### config.mk
export PLATFORM = sky130hd
export DESIGN_NAME = led_status_ctrl
export DESIGN_NICKNAME = d
export VERILOG_FILES = /design/src/rtl/led_pkg.sv /design/src/rtl/pulse_stretcher.sv /design/src/rtl/led_status_ctrl.sv
export SDC_FILE = /design/constraint.sdc
export NUM_CORES = 1
export LEC_CHECK = 0
export CAP_MARGIN = 20
export CORE_UTILIZATION = 35
export CTS_BUF_LIST = sky130_fd_sc_hd__clkbuf_8 sky130_fd_sc_hd__clkbuf_16
export DETAILED_ROUTE_END_ITERATION = 8
export PLACE_DENSITY_LB_ADDON = 0.15
export SLEW_MARGIN = 10
export SYNTH_ARGS = -nofsm -noshare
export SYNTH_HDL_FRONTEND = slang
export SYNTH_HIERARCHICAL = 1
export SYNTH_SLANG_ARGS = --single-unit
export TNS_END_PERCENT = 100
### constraint.sdc
create_clock -name clk -period 4.25 [get_ports clk]
set_input_delay 1.0625 -clock clk [delete_from_list [all_inputs] [get_ports clk]]
set_output_delay 1.0625 -clock clk [all_outputs]
set_load 0.05 [all_outputs]
### src/rtl/led_pkg.sv
// +---------------------------------------------------------------------------
// | led_pkg : opcode constants, page and opcode-class types for the LED block
// | Rev 1.0
// +---------------------------------------------------------------------------
`default_nettype none

package led_pkg;

  localparam logic [5:0] OP_RTYPE = 6'd0;
  localparam logic [5:0] OP_LW    = 6'd35;
  localparam logic [5:0] OP_SW    = 6'd43;
  localparam logic [5:0] OP_BEQ   = 6'd4;
  localparam logic [5:0] OP_J     = 6'd2;

  typedef enum logic [1:0] {
    PAGE0 = 2'd0,
    PAGE1 = 2'd1,
    PAGE2 = 2'd2,
    PAGE3 = 2'd3
  } page_e;

  typedef enum logic [1:0] {
    CLS_ALU = 2'd0,
    CLS_MEM = 2'd1,
    CLS_BR  = 2'd2,
    CLS_JMP = 2'd3
  } cls_e;

  function automatic logic [1:0] op_class(input logic [5:0] op);
    logic [1:0] cls;
    case (op)
      OP_RTYPE:     cls = CLS_ALU;
      OP_LW, OP_SW: cls = CLS_MEM;
      OP_BEQ:       cls = CLS_BR;
      OP_J:         cls = CLS_JMP;
      default:      cls = CLS_ALU;
    endcase
    return cls;
  endfunction

endpackage

`default_nettype wire

### src/rtl/pulse_stretcher.sv
// +---------------------------------------------------------------------------
// | pulse_stretcher : holds lit for CYC cycles after the last trig pulse
// | Rev 1.0
// +---------------------------------------------------------------------------
`default_nettype none

module pulse_stretcher #(
  parameter int CYC = 5_000_000
) (
  input  logic clk,
  input  logic rst,
  input  logic trig,
  output logic lit
);

  localparam int            CW     = (CYC > 1) ? $clog2(CYC) : 1;
  localparam logic [CW-1:0] RELOAD = CW'(CYC - 1);

  logic [CW-1:0] cnt_q;
  logic [CW-1:0] cnt_d;

  always_comb begin
    cnt_d = cnt_q;
    if (trig) begin
      cnt_d = RELOAD;
    end else if (cnt_q != '0) begin
      cnt_d = cnt_q - CW'(1);
    end
  end

  always_ff @(posedge clk or posedge rst) begin
    if (rst) begin
      cnt_q <= '0;
    end else begin
      cnt_q <= cnt_d;
    end
  end

  // The live trigger lights the LED in the same cycle the counter is loaded.
  assign lit = (cnt_q != '0) | trig;

endmodule

`default_nettype wire

### src/rtl/led_status_ctrl.sv
// +---------------------------------------------------------------------------
// | led_status_ctrl : paged, registered debug LED controller for the CPU board
// | Optional: LED_BLINK_EN adds a pause-blink on the top LED.  Rev 1.0
// +---------------------------------------------------------------------------
`default_nettype none

module led_status_ctrl
  import led_pkg::*;
#(
  parameter int LED_W       = 8,
  parameter int STATE_W     = 4,
  parameter int FETCH_STATE = 0,
  parameter int STRETCH_CYC = 5_000_000,
  parameter int ROTATE_CYC  = 50_000_000,
  parameter int PAGE_N      = 4
) (
  input  logic               clk,
  input  logic               rst,
  input  logic               pause,
  input  logic [31:0]        mem_addr,
  input  logic [5:0]         inst,
  input  logic [STATE_W-1:0] current_state,
  input  logic               mode,
  input  logic               rst_out,
  input  logic               page_btn,
  input  logic               auto_en,
  output logic [LED_W-1:0]   led,
  output logic [1:0]         page
);

  localparam int                 RW        = (ROTATE_CYC > 1) ? $clog2(ROTATE_CYC) : 1;
  localparam logic [RW-1:0]      ROT_LAST  = RW'(ROTATE_CYC - 1);
  localparam logic [1:0]         LAST_PAGE = 2'(PAGE_N - 1);
  localparam logic [STATE_W-1:0] FETCH     = STATE_W'(FETCH_STATE);

  page_e              page_q, page_d;
  logic               btn_q;
  logic [RW-1:0]      rot_q, rot_d;
  logic [STATE_W-1:0] state_q;
  logic [LED_W-1:0]   retire_q, retire_d;
  logic [LED_W-1:0]   led_q, led_d;
  logic [LED_W-1:0]   content;
  logic               io_lit;
  logic               btn_rise;
  logic               rot_exp;
  logic               advance;
  logic               w_unused;

  assign w_unused = ^mem_addr;

  pulse_stretcher #(
    .CYC (STRETCH_CYC)
  ) u_io_stretch (
    .clk  (clk),
    .rst  (rst),
    .trig (mem_addr[31]),
    .lit  (io_lit)
  );

  assign btn_rise = page_btn & ~btn_q;
  assign rot_exp  = auto_en & ~pause & (rot_q == ROT_LAST);
  assign advance  = btn_rise | rot_exp;

  // Rotation is frozen while paused, but the button still steps pages.
  always_comb begin
    rot_d = rot_q;
    if (!auto_en || advance) begin
      rot_d = '0;
    end else if (!pause) begin
      rot_d = rot_q + RW'(1);
    end
  end

  always_comb begin
    retire_d = retire_q;
    if ((current_state == FETCH) && (state_q != FETCH) && !pause) begin
      retire_d = retire_q + LED_W'(1);
    end
  end

  always_ff @(posedge clk or posedge rst) begin
    if (rst) begin
      btn_q    <= 1'b0;
      rot_q    <= '0;
      state_q  <= '0;
      retire_q <= '0;
      led_q    <= '0;
    end else begin
      btn_q    <= page_btn;
      rot_q    <= rot_d;
      state_q  <= current_state;
      retire_q <= retire_d;
      led_q    <= led_d;
    end
  end

`ifdef LED_BLINK_EN
  localparam int            BLINK_CYC = (ROTATE_CYC / 4 > 0) ? ROTATE_CYC / 4 : 1;
  localparam int            BW        = (BLINK_CYC > 1) ? $clog2(BLINK_CYC) : 1;
  localparam logic [BW-1:0] BLK_LAST  = BW'(BLINK_CYC - 1);

  logic [BW-1:0] blink_cnt_q, blink_cnt_d;
  logic          blink_q, blink_d;

  always_comb begin
    blink_cnt_d = blink_cnt_q + BW'(1);
    blink_d     = blink_q;
    if (blink_cnt_q == BLK_LAST) begin
      blink_cnt_d = '0;
      blink_d     = ~blink_q;
    end
  end

  always_ff @(posedge clk or posedge rst) begin
    if (rst) begin
      blink_cnt_q <= '0;
      blink_q     <= 1'b0;
    end else begin
      blink_cnt_q <= blink_cnt_d;
      blink_q     <= blink_d;
    end
  end
`endif

  // Page FSM: state register
  always_ff @(posedge clk or posedge rst) begin
    if (rst) begin
      page_q <= PAGE0;
    end else begin
      page_q <= page_d;
    end
  end

  // Page FSM: next state
  always_comb begin
    page_d = page_q;
    if (advance) begin
      page_d = (page_q == LAST_PAGE) ? PAGE0 : page_e'(page_q + 2'd1);
    end
  end

  // Page FSM: output (page contents)
  always_comb begin
    content = '0;
    case (page_q)
      PAGE0:   content[7:0] = {~mode, io_lit, rst_out, current_state[2:0], op_class(inst)};
      PAGE1:   content      = retire_q;
      PAGE2:   content      = mem_addr[LED_W-1:0];
      default: content      = mem_addr[31 -: LED_W];
    endcase
    led_d = content;
`ifdef LED_BLINK_EN
    led_d[LED_W-1] = content[LED_W-1] ^ (pause & blink_q);
`endif
  end

  assign led  = led_q;
  assign page = page_q;

endmodule

`default_nettype wire

* Yosys cells after proc, flatten, opt, wreduce, memory -nomap -nowiden *
Index checks and enable logic that the tools add are counted.
W data, S select, Z words.

cells by class
  bitwise operators = 8
  multiply operators = 0
  reduce and logical (&&, ||, !) cells = 11
  shift-type cells = 0
  order comparisons = 0
  $add $sub $neg = 4
  eq/ne operators = 9
  muxes and demuxes = 7
  div/mod/pow operators = 0

operators by type and width
  operator                 count
  $mux W26                 2
  $mux W23                 2
  $add A26 B1 Y26 const B  1
  $eq A26 B26 Y1 const B   1
  $pmux W8 S3              1
  $reduce_bool A23 Y1      1
  $sub A23 B1 Y23 const B  1
  $eq A6 B6 Y1 const B     2
  $add A8 B1 Y8 const B    1
  $eq A6 B2 Y1 const B     1
  $eq A6 B3 Y1 const B     1
  $pmux W2 S3              1
  $eq A2 B2 Y1 const B     2
  $logic_not A4 Y1         1
  $reduce_bool A4 Y1       1
  $and A1 B1 Y1            3
  $not A1 Y1               3
  $add A2 B1 Y2 const B    1
  $eq A2 B1 Y1 const B     1
  $logic_and A1 B1 Y1      2
  $logic_not A1 Y1         2
  $logic_not A2 Y1         1
  $mux W2                  1
  $ne A2 B1 Y1 const B     1
  other kinds (4)          5

word-level totals
  bits in writable memories = 0
  input port bits = 49
  memories kept = 0
  logic and storage cells = 46
  latch bits = 0
  register bits after elaboration = 72
  output and inout port bits = 10
  ROM bits = 0

* Logic depth before layout (Yosys ltp) *
Gate-level depths: netlist (run 1).

  depth in word-level cells = 6
  mapped depth = 8
  mapped depth without buffers = 7

* By module *
Netlist (run 1), hierarchy kept.

by module, submodules not included
  module           instances  area each (um^2)  cells an instance
  led_status_ctrl  1          2,516.2           226
  pulse_stretcher  1          1,415.1           147

* Worst setup path after synthesis (run 1) *
OpenSTA, ideal clock, no wires.

  path type = in2reg
  start point = in current_state[1]
  end point = reg retire_q[1]
  stages = 3
  arrival = 2,225 ps
  setup slack = 1,898 ps
  path buffers = 0
  library setup time = 128 ps
  cells stage by stage = or4_4 nor3_4 mux2_1

on the way
  longest elaborated chain between the ends = 3

RTL lines
  what                               line                   source
  start: declaration                 led_status_ctrl.sv:22  input logic [STATE_W-1:0] current_state,
  $logic_not A4 Y1                   led_status_ctrl.sv:76  if ((current_state == FETCH) && (state_q != FETCH) && !pause) begin
  $logic_and A1 B1 Y1 (2 in series)  led_status_ctrl.sv:76
  end signal: assignment             led_status_ctrl.sv:92  retire_q <= retire_d;
  end: declaration                   led_status_ctrl.sv:40  logic [LED_W-1:0] retire_q, retire_d;

Every way passes these cells.
A chain may end at the register's enable or synchronous reset.

* Worst setup path after layout (run 1) *
  start point = in pause
  end point = reg rot_q[19]

on the way
  longest elaborated chain between the ends = 6

RTL lines
  what                                                       line                   source
  start: declaration                                         led_status_ctrl.sv:19  input logic pause,
  $not A1 Y1                                                 led_status_ctrl.sv:61  assign rot_exp = auto_en & ~pause & (rot_q == ROT_LAST);
  $and A1 B1 Y1 (2 in series)                                led_status_ctrl.sv:61
  $or A1 B1 Y1                                               led_status_ctrl.sv:62  assign advance = btn_rise | rot_exp;
  $logic_or A1 B1 Y1                                         led_status_ctrl.sv:67  if (!auto_en || advance) begin
  $ne A2 B1 Y1 (no line) / $mux W26 (equally long branches)  -
  end signal: assignment                                     led_status_ctrl.sv:90  rot_q <= rot_d;
  end: declaration                                           led_status_ctrl.sv:38  logic [RW-1:0] rot_q, rot_d;

Several ways; a longest one is shown, not always the timed one.

==> flow_summary.yaml, run 1 <==
timing:
  hold_viol_final: 0
  period_minus_slack_ps: 2960
  finClkSkew_ps: 10.7
  relSlewSlack: 0.397
  rsz0062_at_grt: "false"
  fin_crit_sh: 0.697
  whs_ps: 488
  fmax_mhz: 338
  fin_tns_setup_ps: 0
  maxSlewViolCount: 0
  setup_violations: 0
  tightest_slew_ps: 903
route:
  drtPass1Iterations: 4
  vias_per_cell: 5.38
  drc_errors: 0
  first_iter_violations: 141
  wire_per_inst_um: 15.2
  wl_um: 8520
  vias: 3008
  antenna_left: 0
clock_network:
  cts_hold_buffers: 0
  post_cts_resized: 0
  cts_root_buf: "clkbuf_8"
  postCtsSetupBuffers: 0
  clk_latency_ps: 350
  cts_tree: "built"
  cts_max_level: 3
  cts_buffer_depth: 2
  cts_buffers: 9
  clock-sinks: 72
  clkTransAtPathRegs_ps: 80
global_route:
  first_global_vias: 3000
  grt_use_total: 0.159
  overflow: 0
  grt_first_pass_wirelength_um: 14500
  grt_max_degree: 50
  antenna_found_initial: 0
min_path:
  holdPathStages: 1
  timing.hold.worst.class: "flop to flop"
  holdPathEnd: "retire_q[7]$_DFFE_PP0P_"
  hp-start: "retire_q[7]$_DFFE_PP0P_"
die:
  die_width_um: 108
  dieArea_mm2: 0.0117
  core-area_mm2: 0.0109
  boundaryPins: 59
  start_util: 0.361
  die_h_um: 108
  std_cell_rows: 38
logic_synthesis:
  async_reset_ff_frac: 1.00
  syn_inst: 373
  synth_edf_count: 0
  yosys_warnings: 6
  ys_types: 57
  syn-num-nets: 430
  synth_flop_cell: "dfrtp_1"
  synth_seq_area_share: 0.458
  syn_area_mm2: 0.00393
  avgSynthCellArea_um2: 10.5
  ys_seq_elements: 72
setup_path:
  ff2ff_setup_slack_ps: 1550
  rr_endpoint: "u_io_stretch/cnt_q[20]$_DFFE_PP0P_"
  cp-end-kind: "flop"
  arrival_ps: 3190
  crit_type: "input pin to flop"
  path_max_fanout: 16
  r2r_cells: 6
  r2r_start: "u_io_stretch/cnt_q[0]$_DFFE_PP0P_"
  start_kind: "input pin"
  required_ps: 4480
pwr:
  leakage_nw: 1.87
  peakVddDrop_v: 0.000413
  p_per_area_mw_per_mm2: 410
finish:
  area_delta_synth_final_pct: 19.1
  drive_gt1_frac: 0.0979
  finalNonFillerCells: 559
  post-route-cell-area_mm2: 0.00468
  post-route-util: 0.430
  fin_nets: 471
  nFillCells: 1055
  diodes: 0
placed_design:
  place.gp.congestion: 0.731
  io_buffers: 42
  dp_hpwl_um: 5720
  place_inst: 542
  placed_area_mm2: 0.00445
run_status:
  outcome: "completed"
run:
  drv_cap: 0
layout make-up:
type                    instances  area [µm²]  area share
inverters                      18        67.6      0.0144
multi-input cells             268        1960       0.418
repair buffers                 45         468      0.0999
well taps                     140         175      0.0374
clock inverters                 7        88.8      0.0190
clock buffers                   9         124      0.0265
flip-flops and latches         72        1800       0.385
critical path: stages:
cell             delay (ps)
clkdlybuf4s50_1         530
and4b_1                 510
nand3_1                 210
o311ai_4                580
buf_12                  230
a21oi_1                  50
through the flow:
stage	power, mW	worst slack (ps)
floorplan	1.16	1900
global placement	1.34	908
detailed placement	1.35	889
CTS	1.95	1280
global route	2.03	1170
finish	1.92	1290
cells in the final DEF, fill, tap and decap left out, types with 12 or more instances in the layout:
| cell | n |
|---|---|
| o21ai_0 | 13 |
| a21oi_1 | 28 |
| inv_1 | 19 |
| o31ai_1 | 12 |
| or4_1 | 12 |
| nand3_1 | 12 |
| mux2i_1 | 15 |
| dfrtp_1 | 72 |
| nor2b_1 | 13 |
| nor2_1 | 30 |
| clkdlybuf4s50_1 | 42 |
| nand2_1 | 13 |
per-layer routing:
metal / routed length [µm] / track usage / part of all wire
met5: 0 / 0 / 0
met2: 4200 / 0.270 / 0.49
met4: 111 / 0.0538 / 0.013
met1: 3850 / 0.198 / 0.45
met3: 356 / 0.0392 / 0.042
where the power goes:
part | leakage (nW) | switching, mW | internal, mW
clock | 0.112 | 0.258 | 0.326
sequential | 0.910 | 0.0526 | 0.747
combinational | 0.848 | 0.323 | 0.212
total | 1.87 | 0.633 | 1.29
kinds of logic after synthesis:
family,after synthesis,synth area share
adder cells (fa/ha/maj),8,0.0255
XOR/XNOR,20,0.0446
flip-flops,72,0.458
multiplexers,23,0.0611
AO/OA/AOI/OAI,72,0.124
AND/OR/NAND/NOR,145,0.242
buffers and inverters,33,0.0439
registers in the layout, indices dropped and copies added (netlist names):
register and cells:
rot_q 26, retire_q 8, state_q 4, led 8
u_io_stretch/cnt_q 23, page 2, btn_q 1
how the worst max path moves through the flow:
stage / from / endpoint / slack, ps / depth (start not counted)
5_1_grt: pause / rot_q[8]$_DFFE_PP0P_ / 1170 / 6
3_5_place_dp: pause / rot_q[19]$_DFFE_PP0P_ / 890 / 6
3_3_place_gp: pause / rot_q[12]$_DFFE_PP0P_ / 910 / 6
2_1_floorplan: current_state[1] / retire_q[1]$_DFFE_PP0P_ / 1900 / 3
4_1_cts: pause / rot_q[19]$_DFFE_PP0P_ / 1280 / 6
6_report: pause / rot_q[19]$_DFFE_PP0P_ / 1290 / 6
synthesized netlist by cell type (2+ instances only):
library cell	number	area share
dfrtp_1	72	0.46
nor2_1	30	0.029
a21oi_1	28	0.036
inv_1	18	0.017
mux2i_1	15	0.038
nand2_1	13	0.012
nor2b_1	13	0.021
o21ai_0	13	0.017
nand3_1	12	0.015
o31ai_1	12	0.023
or4_1	12	0.023
nand4_1	10	0.016
xnor2_1	10	0.022
xor2_1	10	0.022
or3_1	9	0.014
ha_1	8	0.025
clkbuf_1	7	0.0067
nor3_1	7	0.0089
a222oi_1	6	0.015
buf_6	5	0.014
mux2_1	5	0.014
and3_1	4	0.0064
and4_1	4	0.0089
and4b_1	3	0.0076
buf_4	3	0.0057
mux2_2	3	0.0086
nand4_4	3	0.016
nor4_1	3	0.0048
and4_2	2	0.0051
nand4b_1	2	0.0045
nor4_2	2	0.0064
nor4b_1	2	0.0045
nor4b_2	2	0.0076
or2_2	2	0.0032
(Power assumes the default switching activity.)
==> run 2, diff against run 1 <==
- clock period: 4.25 -> 3.01 ns (I/O delays scaled with it)
==> run 2 against run 1 <==
  * Largest cell class unchanged
  * Cell count rose by 1.1%
  * Critical endpoint is now page[1]$_DFFE_PP0P_
  * Non-clock buffer count up 6
  * Clock-buffer cell count up 1
  * Final area is 0.61% higher
  * Total power up 43%
  * Flip-flop and latch count is the same
  * Sequential share of layout area shrank 0.24 points
==> flow_summary.yaml, run 2 (same netlist as run 1, synthesis figures left out) <==
pwr:
  p_int_mw: 1.84
  clkPwrFrac: 0.314
  p_total_mw: 2.74
  leakage_nw: 1.89
  p_comb_frac: 0.274
  netSwitchingPower_mw: 0.903
  peakVddDrop_v: 0.000371
  p_sw_frac: 0.330
  p_per_area_mw_per_mm2: 581
  pwr-share-seq: 0.413
timing:
  fmax_mhz: 412
  rsz0062_at_grt: "false"
  fin_crit_sh: 0.806
  period_minus_slack_ps: 2430
  layout_setup_ws_ps: 583
  tightest_slew_ps: 617
  setup_violations: 0
  relSlewSlack: 0.588
  hold_viol_final: 0
  finClkSkew_ps: 17.4
  maxSlewViolCount: 0
  fin_tns_setup_ps: 0
clock_network:
  cts_max_level: 3
  cts_tree: "built"
  cts_buffers: 9
  post_cts_resized: 0
  clock-sinks: 72
  cts_buffer_depth: 2
  cts_root_buf: "clkbuf_8"
  clk_latency_ps: 350
  postCtsSetupBuffers: 0
  clkTransAtPathRegs_ps: 80
  cts_hold_buffers: 0
finish:
  top_regs: "rot_q: 26 flops, u_io_stretch/cnt_q: 23 flops"
  post-route-util: 0.433
  final_cell_mix: "dfrtp_1 (72), clkdlybuf4s50_1 (42), nor2_1 (30), a21oi_1 (28), inv_1 (18)"
  finalNonFillerCells: 565
  nFillCells: 1064
  layout_commonest_cell: "dfrtp_1"
  fin_nets: 477
  largest_reg_flops: 26
  area_delta_synth_final_pct: 19.8
  max_flop_register: "rot_q"
  drive_gt1_frac: 0.113
  diodes: 0
global_route:
  grt_max_degree: 33
  grt_use_total: 0.156
  antenna_found_initial: 0
  first_global_vias: 3010
  grt_first_pass_wirelength_um: 14300
  overflow: 0
setup_path:
  required_ps: 3230
  arrival_ps: 2650
  path_max_fanout: 6
  crit_type: "input pin to flop"
  cp-end-kind: "flop"
  crit_path_start: "pause"
  r2r_start: "u_io_stretch/cnt_q[0]$_DFFE_PP0P_"
  start_kind: "input pin"
placed_design:
  dp_hpwl_um: 5730
  place_inst: 549
  place.gp.congestion: 0.764
  io_buffers: 42
  dp_slack_ps: 198
die:
  die_width_um: 108
  dieArea_mm2: 0.0117
  core-area_mm2: 0.0109
  start_util: 0.361
  std_cell_rows: 38
  die_h_um: 108
  boundaryPins: 59
run_status:
  outcome: "completed"
route:
  antenna_left: 0
  wl_um: 8280
  first_iter_violations: 156
  drtPass1Iterations: 7
  wire_per_inst_um: 14.7
  drc_errors: 0
  vias_per_cell: 5.32
  vias: 3004
run:
  drv_cap: 0
min_path:
  hp-start: "retire_q[7]$_DFFE_PP0P_"
  timing.hold.worst.class: "flop to flop"
-- run 2: cell types whose count changed in the layout (fill, tap and decap cells not counted) --
cell	change
clkbuf_8	+1
inv_1	-1
buf_12	-2
buf_4	+8
clkinv_4	-1
clkinvlp_4	+1
-- run 2: worst paths after layout --
kind | to | slack [ps] | cells past startpoint
min | retire_q[7]$_DFFE_PP0P_ | 490 | 1
max reg2reg | u_io_stretch/cnt_q[20]$_DFFE_PP0P_ | 620 | 6
min in group asynchronous | u_io_stretch/cnt_q[9]$_DFFE_PP0P_ | 820 | 3
max | page[1]$_DFFE_PP0P_ | 580 | 5
min reg2reg | retire_q[7]$_DFFE_PP0P_ | 490 | 1
max in group asynchronous | retire_q[0]$_DFFE_PP0P_ | 1550 | 3
-- run 2: worst max-delay path: stages --
cell and delay, ps:
clkdlybuf4s50_1 460, and4b_1 460, nand3_1 200, o31ai_1 390
mux2_2 380
-- run 2: area by class of cell --
type | instances | area, µm² | share of cell area
Clock buffer | 10 | 138 | 0.0292
Clock inverter | 6 | 83.8 | 0.0178
Inverter | 18 | 67.6 | 0.0143
Multi-Input combinational cell | 268 | 1960 | 0.415
Sequential cell | 72 | 1800 | 0.382
Tap cell | 140 | 175 | 0.0372
Timing Repair Buffer | 51 | 488 | 0.104
-- run 2: stage by stage --
step | instance area, µm² | hold WS (ps)
3_5_place_dp | 4490 | 477
6_report | 4710 | 489
3_3_place_gp | 4490 | 472
4_1_cts | 4710 | 492
5_1_grt | 4710 | 500
2_1_floorplan | 3930 | 445
-- run 2: routing by layer --
layer	vias to the layer above	global-route usage	routed length, µm
met3	7	0.0307	265
met1	1470	0.207	4060
li1	1475	-	-
met4	0	0.0519	87
met2	52	0.255	3860
met5	-	0	0
-- run 2: power groups by stage --
stage          registers [mW]  logic, mW  clock network [mW]
3_3_place_gp             1.15      0.749                   0
6_report                 1.13      0.749               0.859
3_5_place_dp             1.15      0.756                   0
5_1_grt                  1.14      0.810               0.930
2_1_floorplan            1.35      0.284                   0
4_1_cts                  1.13      0.759               0.887
